### src/rtl/fir_pkg.sv
// fir_pkg: shared widths, sample types and the round-half-up/saturate helper
// used by the FIR output path.
package fir_pkg;
   localparam int IN_W = 33;
   localparam int OUT_W = 16;
   localparam int FIR_SHIFT = 15;
   localparam int DEFAULT_DECIM = 4;
   typedef logic signed [IN_W-1:0] fir_sample_t;
   typedef logic signed [OUT_W-1:0] out_sample_t;
   typedef struct packed {
      logic sat;
      out_sample_t data;
   } quant_t;
   localparam logic signed [IN_W:0] S_MAX = (IN_W+1)'((1 << (OUT_W-1)) - 1);
   localparam logic signed [IN_W:0] S_MIN = ~S_MAX;
   // One guard bit above IN_W keeps the rounding add from wrapping.
   function automatic quant_t sat_round(input fir_sample_t x, input int shift);
      logic signed [IN_W:0] rnd;
      logic signed [IN_W:0] s;
      quant_t r;
      rnd = (IN_W+1)'(1) << (shift - 1);
      s = ($signed({x[IN_W-1], x}) + rnd) >>> shift;
      r.sat = s > S_MAX || s < S_MIN;
      r.data = s > S_MAX ? S_MAX[OUT_W-1:0] : s < S_MIN ? S_MIN[OUT_W-1:0] : s[OUT_W-1:0];
      return r;
   endfunction
endpackage

### src/rtl/fir_sync_fifo.sv
// fir_sync_fifo: first-word-fall-through FIFO with a registered head so the
// output holds its last value while empty.
module fir_sync_fifo #(
   parameter int W = 16,
   parameter int DEPTH = 8,
   localparam int AW = $clog2(DEPTH),
   localparam int LW = AW + 1
) (
   input  logic          clk,
   input  logic          reset,
   input  logic          push,
   input  logic [W-1:0]  din,
   input  logic          pop,
   output logic [W-1:0]  dout,
   output logic          valid,
   output logic          full,
   output logic          empty,
   output logic [LW-1:0] level
);
   logic [W-1:0] mem_q [DEPTH];
   logic [AW-1:0] wr_q, wr_d, rd_q, rd_d;
   logic [LW-1:0] level_q, level_d;
   logic [W-1:0] dout_q, dout_d;
   logic do_push, do_pop;
   always_comb begin
      empty = level_q == '0;
      full = level_q == LW'(DEPTH);
      do_pop = pop && !empty;
      do_push = push && (!full || do_pop);
      wr_d = do_push ? wr_q + 1'b1 : wr_q;
      rd_d = do_pop ? rd_q + 1'b1 : rd_q;
      level_d = level_q + LW'(do_push) - LW'(do_pop);
      // A write landing on the new head slot bypasses the memory.
      dout_d = level_d == '0 ? dout_q : (do_push && rd_d == wr_q) ? din : mem_q[rd_d];
   end
   always_ff @(posedge clk or posedge reset) begin
      if (reset) begin
         wr_q <= '0;
         rd_q <= '0;
         level_q <= '0;
         dout_q <= '0;
      end else begin
         wr_q <= wr_d;
         rd_q <= rd_d;
         level_q <= level_d;
         dout_q <= dout_d;
      end
   end
   always_ff @(posedge clk) begin
      if (do_push) mem_q[wr_q] <= din;
   end
   assign dout = dout_q;
   assign valid = !empty;
   assign level = level_q;
endmodule

### src/rtl/fir_out_decimator.sv
// fir_out_decimator: requantizes the FIR sum, keeps every DECIM-th sample and
// streams it through a FIFO with saturation and drop flags.
module fir_out_decimator import fir_pkg::*; #(
   parameter int IN_W = fir_pkg::IN_W,
   parameter int OUT_W = fir_pkg::OUT_W,
   parameter int SHIFT = fir_pkg::FIR_SHIFT,
   parameter int DECIM = fir_pkg::DEFAULT_DECIM,
   parameter int FIFO_DEPTH = 8
) (
   input  logic                           clk,
   input  logic                           reset,
   input  logic                           in_valid,
   input  logic signed [IN_W-1:0]         in_data,
   output logic                           out_valid,
   input  logic                           out_ready,
   output logic signed [OUT_W-1:0]        out_data,
   output logic [$clog2(FIFO_DEPTH):0]    fifo_level,
   output logic                           overflow,
   input  logic                           clr_ovf,
   output logic                           drop
);
   localparam int PW = DECIM > 1 ? $clog2(DECIM) : 1;
   logic [PW-1:0] phase_q, phase_d;
   logic q_valid_q, q_valid_d, ovf_q, ovf_d;
   logic signed [OUT_W-1:0] q_data_q, q_data_d;
   logic keep, pop, fifo_full, fifo_empty;
   quant_t qnt;
   always_comb begin
      keep = in_valid && phase_q == '0;
      phase_d = !in_valid ? phase_q : phase_q == PW'(DECIM-1) ? '0 : phase_q + 1'b1;
      qnt = sat_round(in_data, SHIFT);
      q_valid_d = keep;
      q_data_d = keep ? qnt.data : q_data_q;
      // A new saturation outranks a clear in the same cycle.
      ovf_d = (keep && qnt.sat) || (ovf_q && !clr_ovf);
      pop = !fifo_empty && out_ready;
      drop = q_valid_q && fifo_full && !pop;
   end
   always_ff @(posedge clk or posedge reset) begin
      if (reset) begin
         phase_q <= '0;
         q_valid_q <= 1'b0;
         q_data_q <= '0;
         ovf_q <= 1'b0;
      end else begin
         phase_q <= phase_d;
         q_valid_q <= q_valid_d;
         q_data_q <= q_data_d;
         ovf_q <= ovf_d;
      end
   end
   fir_sync_fifo #(.W(OUT_W), .DEPTH(FIFO_DEPTH)) u_fifo (
      .clk,
      .reset,
      .push(q_valid_q),
      .din(q_data_q),
      .pop,
      .dout(out_data),
      .valid(out_valid),
      .full(fifo_full),
      .empty(fifo_empty),
      .level(fifo_level)
   );
   assign overflow = ovf_q;
endmodule

### config.mk
export PLATFORM = sky130hd
export DESIGN_NAME = fir_out_decimator
export DESIGN_NICKNAME = d
export VERILOG_FILES = /design/src/rtl/fir_pkg.sv /design/src/rtl/fir_sync_fifo.sv /design/src/rtl/fir_out_decimator.sv
export SDC_FILE = /design/constraint.sdc
export NUM_CORES = 1
export LEC_CHECK = 0
export CORE_ASPECT_RATIO = 1.4
export CORE_MARGIN = 1.5
export CORE_UTILIZATION = 55
export CTS_BUF_LIST = sky130_fd_sc_hd__clkbuf_2 sky130_fd_sc_hd__clkbuf_4 sky130_fd_sc_hd__clkbuf_8
export DETAILED_ROUTE_END_ITERATION = 12
export GPL_ROUTABILITY_DRIVEN = 1
export PLACE_DENSITY = 0.72
export SYNTH_ARGS = -nofsm -noshare
export SYNTH_HDL_FRONTEND = slang
export SYNTH_SLANG_ARGS = --single-unit
### constraint.sdc
create_clock -name clk -period 8.2 [get_ports clk]
set_clock_uncertainty 0.2 [all_clocks]
set_input_delay 1.64 -clock clk [delete_from_list [all_inputs] [get_ports clk]]
set_output_delay 1.64 -clock clk [all_outputs]
set_load 0.02 [all_outputs]
* Yosys cells after proc, flatten, opt, wreduce, memory -nomap -nowiden
Memory sizes are Yosys's and may differ from the RTL's. A register that Yosys moved wholly into a read port is not among the register bits.
Index checks and enable logic that the tools add are counted.
** Storage, ports and cells
- Output and inout port bits :: 23
- Input bits :: 38
- Memories :: 1
- Memory bits (writable) :: 128
- Bits in registers :: 30
** Cells by class
- Reduce and logical (&&, ||, !) cells :: 19
- $add $sub $neg :: 6
- Muxes and demuxes :: 6
- Order comparisons :: 2
- Eq/ne operators :: 2
** Memory list
- u_fifo.mem_q :: words 8, width 16, read ports 1, clocked after Yosys merged registers in 1, write ports 1, RTL line fir_sync_fifo.sv:20 : logic [W-1:0] mem_q [DEPTH];
** Operators with widths (number)
- $add A33 B16 Y34 const B :: 1
- $mux W16 :: 2
- $gt A19 B16 Y1 const B :: 1
- $lt A19 B16 Y1 const B :: 1
- $logic_and A1 B1 Y1 :: 8
- $logic_not A4 Y1 :: 2
- $add A3 B1 Y3 const B :: 2
- $logic_not A1 Y1 :: 5
- $add A4 B1 Y4 :: 1
- $eq A4 B4 Y1 const B :: 1
- $sub A4 B1 Y4 :: 1
- $logic_or A1 B1 Y1 :: 3
- $mux W3 :: 1
- $add A2 B1 Y2 const B :: 1
- $eq A2 B2 Y1 const B :: 1
- $logic_not A2 Y1 :: 1
- $mux W1 :: 2
- $mux W2 :: 1

* Logic depth before layout (Yosys ltp)
Gate-level depths: netlist of run 1.
- Depth in word-level cells :: 10
- Mapped depth :: 19

* By module
A second synthesis of run 1 with hierarchy kept.
** Unflattened totals
- Cell total of the unflattened synthesis :: 650
- Area, all modules :: 8755.9 um2
** By module, submodules not included
- fir_sync_fifo :: seq. area each 4494.3 um2, area an instance 7418.4 um2, instances 1, cells an instance 518
- fir_out_decimator :: seq. area each 500.5 um2, area an instance 1337.5 um2, instances 1, cells an instance 132

* Least setup slack after synthesis of run 1
OpenSTA, ideal clock, no wires.
- Kind :: in2reg
- Start point :: input out_ready
- End point :: register u_fifo.dout_q[6] (netlist: u_fifo.dout[6]) (read register of u_fifo.mem_q)
- Data arrival time :: 4313 ps
- Slack :: 3594 ps
- Path buffers :: 3
- Stages :: 15
- Library setup time :: 94 ps
- Cells stage by stage :: nand2_4 inv_2 buf_2 buf_2 ha_1 inv_1 ha_1 inv_1 fa_1 xor2_1 inv_1 nor4b_2 clkbuf_1 nor3_1 a211oi_1
** Between the ends
- Longest elaborated chain between the ends :: 8
** Ends and longest elaborated chain
- start, declared :: RTL line fir_out_decimator.sv:15 : input logic out_ready,
- $logic_and A1 B1 Y1 (*) :: RTL line fir_out_decimator.sv:36 : pop = !fifo_empty && out_ready;
- $logic_and A1 B1 Y1 (*) :: RTL line fir_sync_fifo.sv:28 : do_pop = pop && !empty;
- $logic_or A1 B1 Y1 :: RTL line fir_sync_fifo.sv:29 : do_push = push && (!full || do_pop);
- $logic_and A1 B1 Y1 :: RTL line fir_sync_fifo.sv:29
- $add A4 B1 Y4 :: RTL line fir_sync_fifo.sv:32 : level_d = level_q + LW'(do_push) - LW'(do_pop);
- $sub A4 B1 Y4 (*) :: RTL line fir_sync_fifo.sv:32
- named net u_fifo.level_d[2] :: RTL line fir_sync_fifo.sv:22 : logic [LW-1:0] level_q, level_d;
- $logic_not A4 Y1 (*) :: RTL line fir_sync_fifo.sv:34 : dout_d = level_d == '0 ? dout_q : (do_push && rd_d == wr_q) ? din : mem_q[rd_d];
- $logic_not A1 Y1 (no line) (*)
- end, declared :: RTL line fir_sync_fifo.sv:23 : logic [W-1:0] dout_q, dout_d;
Mark *: on every way through the listed nets, which the timed path passes. The rest lies on a longest branch.
A chain may end at the register's enable or synchronous reset.

* Worst setup path after layout of run 1
- Start point :: input out_ready
- End point :: register u_fifo.dout_q[6] (netlist: u_fifo.dout[6]) (read register of u_fifo.mem_q)
** Between the ends
- Longest elaborated chain between the ends :: 8
** Ends and longest elaborated chain (RTL line)
- $logic_and A1 B1 Y1 (*) :: fir_out_decimator.sv:36
- $logic_and A1 B1 Y1 (*) :: fir_sync_fifo.sv:28
- $logic_or A1 B1 Y1 :: fir_sync_fifo.sv:29
- $logic_and A1 B1 Y1 :: fir_sync_fifo.sv:29
- $add A4 B1 Y4 :: fir_sync_fifo.sv:32
- $sub A4 B1 Y4 :: fir_sync_fifo.sv:32
- $logic_not A4 Y1 :: fir_sync_fifo.sv:34
- $logic_not A1 Y1 (no line)
Every way passes the cells marked *; elsewhere a longest branch is shown, timed or not.

==> results.tsv, run 1 <==
metric	value	unit
status	finished clean	
post-synth cell types	60	
Vias	6404	
initial antenna violation count	0	
CTS tree	done	
largest net degree at the start of global routing	69	
top-count cell post-synth	edfxtp_1	
Final Critical Period	5447	ps
Num CTS Buffers	17	
worst r2r dst	u_fifo.dout[6]$_DFFE_PP0P_	
final design utilization	0.6347	
Leak	3.554	nW
core area	0.01568	mm²
post_cts resized	0	
First DRT Iteration DRCs	450	
Hold Path Sink	overflow$_DFF_PP0_	
synth top area cells	edfxtp_1 43%, dfrtp_1 13%, mux2i_1 9.1%	
WL final	22050	µm
dpl cells	943	
Slew HR	0.2426	
post-synthesis cell area	0.008875	mm²
pwr dens	396.2	mW/mm²
Sink Count	174	
max cap viols	0	
top cells by count, synth	128 x edfxtp_1, 91 x nor2_1, 81 x mux2i_1	
Critical Path AT	5550	ps
slew at the pin closest to its max-slew limit	1132	ps
layout cells sized above 1	0.1245	
Hold-fix buffers, CTS	0	
IO Pins	61	
GP Congestion	0.8609	
Reg2Reg Depth	17	
global-route wire length before repair	34000	µm
TritonRoute pass-1 iters	5	
hold wc startpoint	overflow$_DFF_PP0_	
filler instances	1236	
Hold Vio Cnt, Final	0	
Critical Path RT	8310	ps
gr usage total	0.2726	
syn nets	784	
Synth top area share	0.4331	
area added between synthesis and finish	12.10	%
Synth async-reset ratio	0.2644	
Max VDD drop	826.3	µV
Antenna Nets Post-Route	0	
vias per cell	6.568	
Hold Crit Class	register to register	
HPWL after DPL	13780	µm
Synth Instances	734	
worst skew pair latency	460	ps
Max FO, Critical Path	17	
ant diodes	0	
Critical R2R Launch	u_fifo.level[2]$_DFF_PP0_	
Die H	153.3	µm
Seq/Total Area, Yosys	0.5628	
FP Rows	54	
remaining global-route overflow	0	
DIE WIDTH	110.4	µm
vias in the first global route	6567	
Post-Syn Area per Cell	12.09	µm²
post-synth top area cell	edfxtp_1	
postcts setup bufs	0	
Fmax achieved	183.6	MHz
die area	0.01692	mm²
worst hold stages	2	
Final Max Slew Viols	0	
DR WL/cell	22.61	µm
Final Non-Filler Cells	975	
TNS Setup	0	ps
Setup Viol. Count Final	0	
final period utilization	0.6643	
Top FF cell, synth	edfxtp_1	
Yosys reg bits	174	
Root Buffer	clkbuf_8	
RSZ-0062 raised after global routing	no	
Initial Util	0.5662	
clock tree buffer depth	2	
design area	0.009948	mm²
DRC	0	
CTS H-tree depth	4	
Ys Warns	0	
Setup CP Type	input port to register	
Buffers on Ports	46	
reg2reg setup slack	3470	ps
clock transition at the registers of the reported paths	90	ps
Critical Path Start Type	input port	
Setup crit end kind	register	
NumNets Final	816	
placed inst area	0.009512	mm²
EDFF count, synth	128	
==> through the flow <==
stage	power [mW]	setup WS [ps]	hold slack (ps)
after floorplan	2.747	3594	314.5
after global routing	4.141	2587	386.5
after detailed placement	3.310	2288	338.8
after CTS	3.948	2786	354.7
final	3.942	2753	349.3
after global placement	3.226	2374	336.2
==> cells in the final DEF (no fill, tap or decap), types with 13 or more instances in the layout <==
cell	count
o221ai_1	16
edfxtp_1	128
clkdlybuf4s50_1	46
xnor2_1	13
dfrtp_1	45
nand2_1	20
a211oi_1	38
mux2_2	17
clkbuf_8	17
buf_4	14
o2bb2ai_1	15
o22ai_1	17
a221oi_1	15
o21ai_0	18
nor2_1	89
inv_1	18
nor3_1	54
mux2i_1	81
==> worst max-delay path, stage by stage <==
cell,delay (ps)
clkdlybuf4s50_1,600
inv_1,400
o21ai_0,300
and2_1,370
ha_1,230
inv_1,50
fa_1,370
xor2_1,170
nand4b_1,100
buf_4,280
and2_1,850
a211oi_1,180
==> power by group <==
part | total [mW] | switching (mW) | internal (mW) | leakage, nW
registers | 1.44 | 0.218 | 1.22 | 1.67
logic | 1.86 | 1.05 | 0.805 | 1.65
clock network | 0.647 | 0.306 | 0.341 | 0.226
total | 3.94 | 1.58 | 2.36 | 3.55
==> metal layers <==
metal | track usage | wire (µm) | share of wire | vias up
met2 | 0.4762 | 11330 | 0.51 | 264
li1 | - | - | - | 2872
met4 | 0.1264 | 768 | 0.035 | 0
met1 | 0.3235 | 8531 | 0.39 | 3209
met3 | 0.04136 | 1416 | 0.064 | 59
met5 | 0 | 0 | 0 | -
==> layout make-up <==
| cell class | count | area (µm²) | share of cell area |
|---|---|---|---|
| Clock buffer | 19 | 249.0 | 0.02503 |
| Clock inverter | 13 | 187.7 | 0.01887 |
| Inverter | 23 | 86.33 | 0.008678 |
| Multi-Input combinational cell | 490 | 3618 | 0.3637 |
| Sequential cell | 174 | 4996 | 0.5022 |
| Tap cell | 196 | 245.2 | 0.02465 |
| Timing Repair Buffer | 60 | 565.5 | 0.05685 |
==> worst max path at each step <==
stage	endpoint	slack, ps	cells after the start	from
2_1_floorplan	u_fifo.dout[6]$_DFFE_PP0P_	3590	15	out_ready
3_3_place_gp	u_fifo.dout[6]$_DFFE_PP0P_	2370	12	out_ready
3_5_place_dp	u_fifo.dout[2]$_DFFE_PP0P_	2290	12	out_ready
4_1_cts	u_fifo.dout[2]$_DFFE_PP0P_	2790	12	out_ready
5_1_grt	u_fifo.dout[2]$_DFFE_PP0P_	2590	12	out_ready
6_report	u_fifo.dout[6]$_DFFE_PP0P_	2750	12	out_ready
==> registers in the layout (all words and copies together) (netlist names) <==
name / cells
overflow: 1
phase_q: 2
q_data_q: 16
q_valid_q: 1
u_fifo.dout: 16
u_fifo.level: 4
u_fifo.mem_q: 128
u_fifo.rd_q: 3
u_fifo.wr_q: 3
==> logic make-up after synthesis <==
logic type / share of synthesized area
and+or+nand+nor: 0.1156
AOI/OAI and AO/OA: 0.1297
muxes: 0.1129
DFF: 0.5628
xor gates and xnor gates: 0.02665
buffers and inverters: 0.03454
adders and majority gates: 0.01776
(Power assumes the default switching activity.)
==> inputs of run 2 (changes only) <==
clock period = 5.2 ns   (was 8.2 ns; I/O delays follow)
==> run 2 against run 1 <==
  * Sequential share of layout area is 0.10 points lower
  * Critical path type is now register to output pin
  * Power is 57% higher
  * Utilization is 0.13 points higher
  * Worst hold slack better by 5.5 ps
  * Critical path depth is 3 lower
  * Register-to-register slack worse by 2400 ps
  * Largest cell class unchanged
  * Worst setup slack worse by 1900 ps
  * Wire length is 1.8% higher
  * Highest routed layer unchanged
  * Count of clock-buffer cells in the layout is 2 lower
  * Combinational power is 57% higher
  * First-iteration DRC count is 17% higher
==> results.tsv, run 2 (synthesis results as in run 1) <==
metric	value	unit	change
met3 GRT Util	0.05544		was 0.04136
FP Rows	54		unchanged
HPWL after DPL	14160	µm	was 13780 µm
Die H	153.3	µm	unchanged
Root Buffer	clkbuf_8		unchanged
initial antenna violation count	0		unchanged
Sink Count	174		unchanged
DRC	0		unchanged
Critical Path RT	3960	ps	was 8310 ps
largest net degree at the start of global routing	68		was 69
WL final	22440	µm	was 22050 µm
Final Critical Period	4394	ps	
pwr dens	622.3	mW/mm²	was 396.2 mW/mm²
Leak	3.567	nW	was 3.554 nW
die area	0.01692	mm²	unchanged
layout cells sized above 1	0.1301		was 0.1245
GP Congestion	0.8787		was 0.8609
slew at the pin closest to its max-slew limit	1126	ps	was 1132 ps
worst skew pair latency	470	ps	was 460 ps
Setup Viol. Count Final	0		unchanged
status	finished clean		unchanged
cells along the critical path	inv_1 -> ha_1 -> nor3b_4 -> buf_4 -> inv_2 -> nand2_4 -> buf_4 -> and3_1 -> clkdlybuf4s50_1		was clkdlybuf4s50_1 -> inv_1 -> o21ai_0 -> and2_1 -> ha_1 -> inv_1 -> fa_1 -> xor2_1 -> nand4b_1 -> buf_4 -> and2_1 -> a211oi_1
Worst path most repeated cell	buf_4		
largest register by flop count	u_fifo.mem_q		unchanged
Setup crit end kind	output pin		was register
core area	0.01568	mm²	unchanged
max cap viols	0		unchanged
vias per cell	6.592		was 6.568
Hold Vio Cnt, Final	0		unchanged
IO Pins	61		unchanged
Setup CP Type	register to output pin		was input port to register
TNS Setup	0	ps	unchanged
global-route wire length before repair	34960	µm	was 34000 µm
post_cts resized	0		unchanged
Initial Util	0.5662		unchanged
Largest register FFs	128		unchanged
filler instances	1194		was 1236
ant diodes	0		unchanged
leading cell types in the layout, fill and taps excluded	128 x edfxtp_1, 89 x nor2_1, 81 x mux2i_1		unchanged
Max FO, Critical Path	33		was 17
register area	0.004996	mm²	unchanged
Hold-fix buffers, CTS	0		unchanged
grt met2 use	0.4659		was 0.4762
area added between synthesis and finish	12.32	%	was 12.10%
final period utilization	0.8449		
First DRT Iteration DRCs	525		was 450
RSZ-0062 raised after global routing	no		unchanged
Num CTS Buffers	17		unchanged
most common cell after layout, fill and taps aside	edfxtp_1		unchanged
slowest cell delay on critical path	600	ps	was 850 ps
clock transition at the registers of the reported paths	110	ps	was 90 ps
Vias	6460		was 6404
Slew HR	0.2496		was 0.2426
postcts setup bufs	0		unchanged
met1 usage	0.3432		was 0.3235
Buffers on Ports	46		unchanged
DR WL/cell	22.90	µm	was 22.61 µm
hold_ws	354.7	ps	was 349.3 ps
Antenna Nets Post-Route	0		unchanged
area of the multi-input gates	0.003612	mm²	was 0.003618 mm²
NumNets Final	821		was 816
Critical Path Start Type	register		was input port
Critical Path AT	3150	ps	was 5550 ps
TritonRoute pass-1 iters	5		unchanged
Final Max Slew Viols	0		unchanged
DIE WIDTH	110.4	µm	unchanged
CTS H-tree depth	4		unchanged
vias in the first global route	6661		was 6567
slowest stage cell, crit path	clkdlybuf4s50_1		was and2_1
Hold Crit Class	register to register		unchanged
CTS tree	done		unchanged
grt peak-use layer	met2		unchanged
remaining global-route overflow	0		unchanged
clock tree buffer depth	2		unchanged
Max VDD drop	661.6	µV	was 826.3 µV
Fmax achieved	227.6	MHz	
gr usage total	0.2804		was 0.2726
-- run 2: cell types whose count changed in the layout (fill, tap and decap cells not counted) --
cell       change
buf_4          +5
inv_8          +5
clkinv_8       +4
bufinv_16      -3
clkinv_4       -3
clkbuf_4       -2
clkinv_2       -2
inv_6          +1
nor3_2         +1
nor3_4         -1
-- run 2: routing by layer --
metal,part of all wire,wire length [µm]
met3,0.062,1389
met2,0.52,11560
met4,0.036,815
met1,0.39,8671
met5,0,0
-- run 2: final timing paths --
path                                            from                         end  slack (ps)  cells after the start
min in group asynchronous                      reset  u_fifo.dout[0]$_DFFE_PP0P_         660                      2
hold reg to reg                   overflow$_DFF_PP0_          overflow$_DFF_PP0_         350                      2
setup / recovery           u_fifo.level[2]$_DFF_PP0_                        drop         810                      9
setup reg to reg           u_fifo.level[2]$_DFF_PP0_  u_fifo.dout[5]$_DFFE_PP0P_        1090                     16
hold / removal                    overflow$_DFF_PP0_          overflow$_DFF_PP0_         350                      2
max in group asynchronous                      reset    u_fifo.rd_q[1]$_DFF_PP0_        3330                      3
-- run 2: stage by stage --
stage / power (mW) / std cells / util / setup WS [ps] / area, µm²
floorplan: 4.331 / 734 / - / 1002 / 8875
global placement: 5.073 / 948 / 0.6088 / 683.3 / 9543
detailed placement: 5.233 / 948 / 0.6088 / 524.4 / 9543
CTS: 6.199 / 980 / 0.6359 / 769.9 / 9968
global route: 6.533 / 980 / 0.6359 / 630.0 / 9968
finish: 6.203 / 980 / 0.6359 / 806.3 / 9968
-- run 2: area by class of cell --
type                            count  share of cell area
Inverter                           23            0.008661
Clock buffer                       17             0.02347
Multi-Input combinational cell    490              0.3624
Tap cell                          196             0.02460
Timing Repair Buffer               65             0.06050
Sequential cell                   174              0.5012
Clock inverter                     15             0.01920
-- run 2: power by group --
group          total [mW]  switching [mW]  internal (mW)
registers            2.31           0.387           1.92
logic                2.92            1.66           1.27
clock network       0.973           0.558          0.415
total                6.20            2.60           3.60
-- run 2: worst max-delay path, delay by kind of cell, from the launching register on --
kind / cells / cell delay (ps)
DFF: 1 / 390
buffers and inverters: 5 / 1550
and+or+nand+nor: 3 / 510
adders and majority gates: 1 / 230
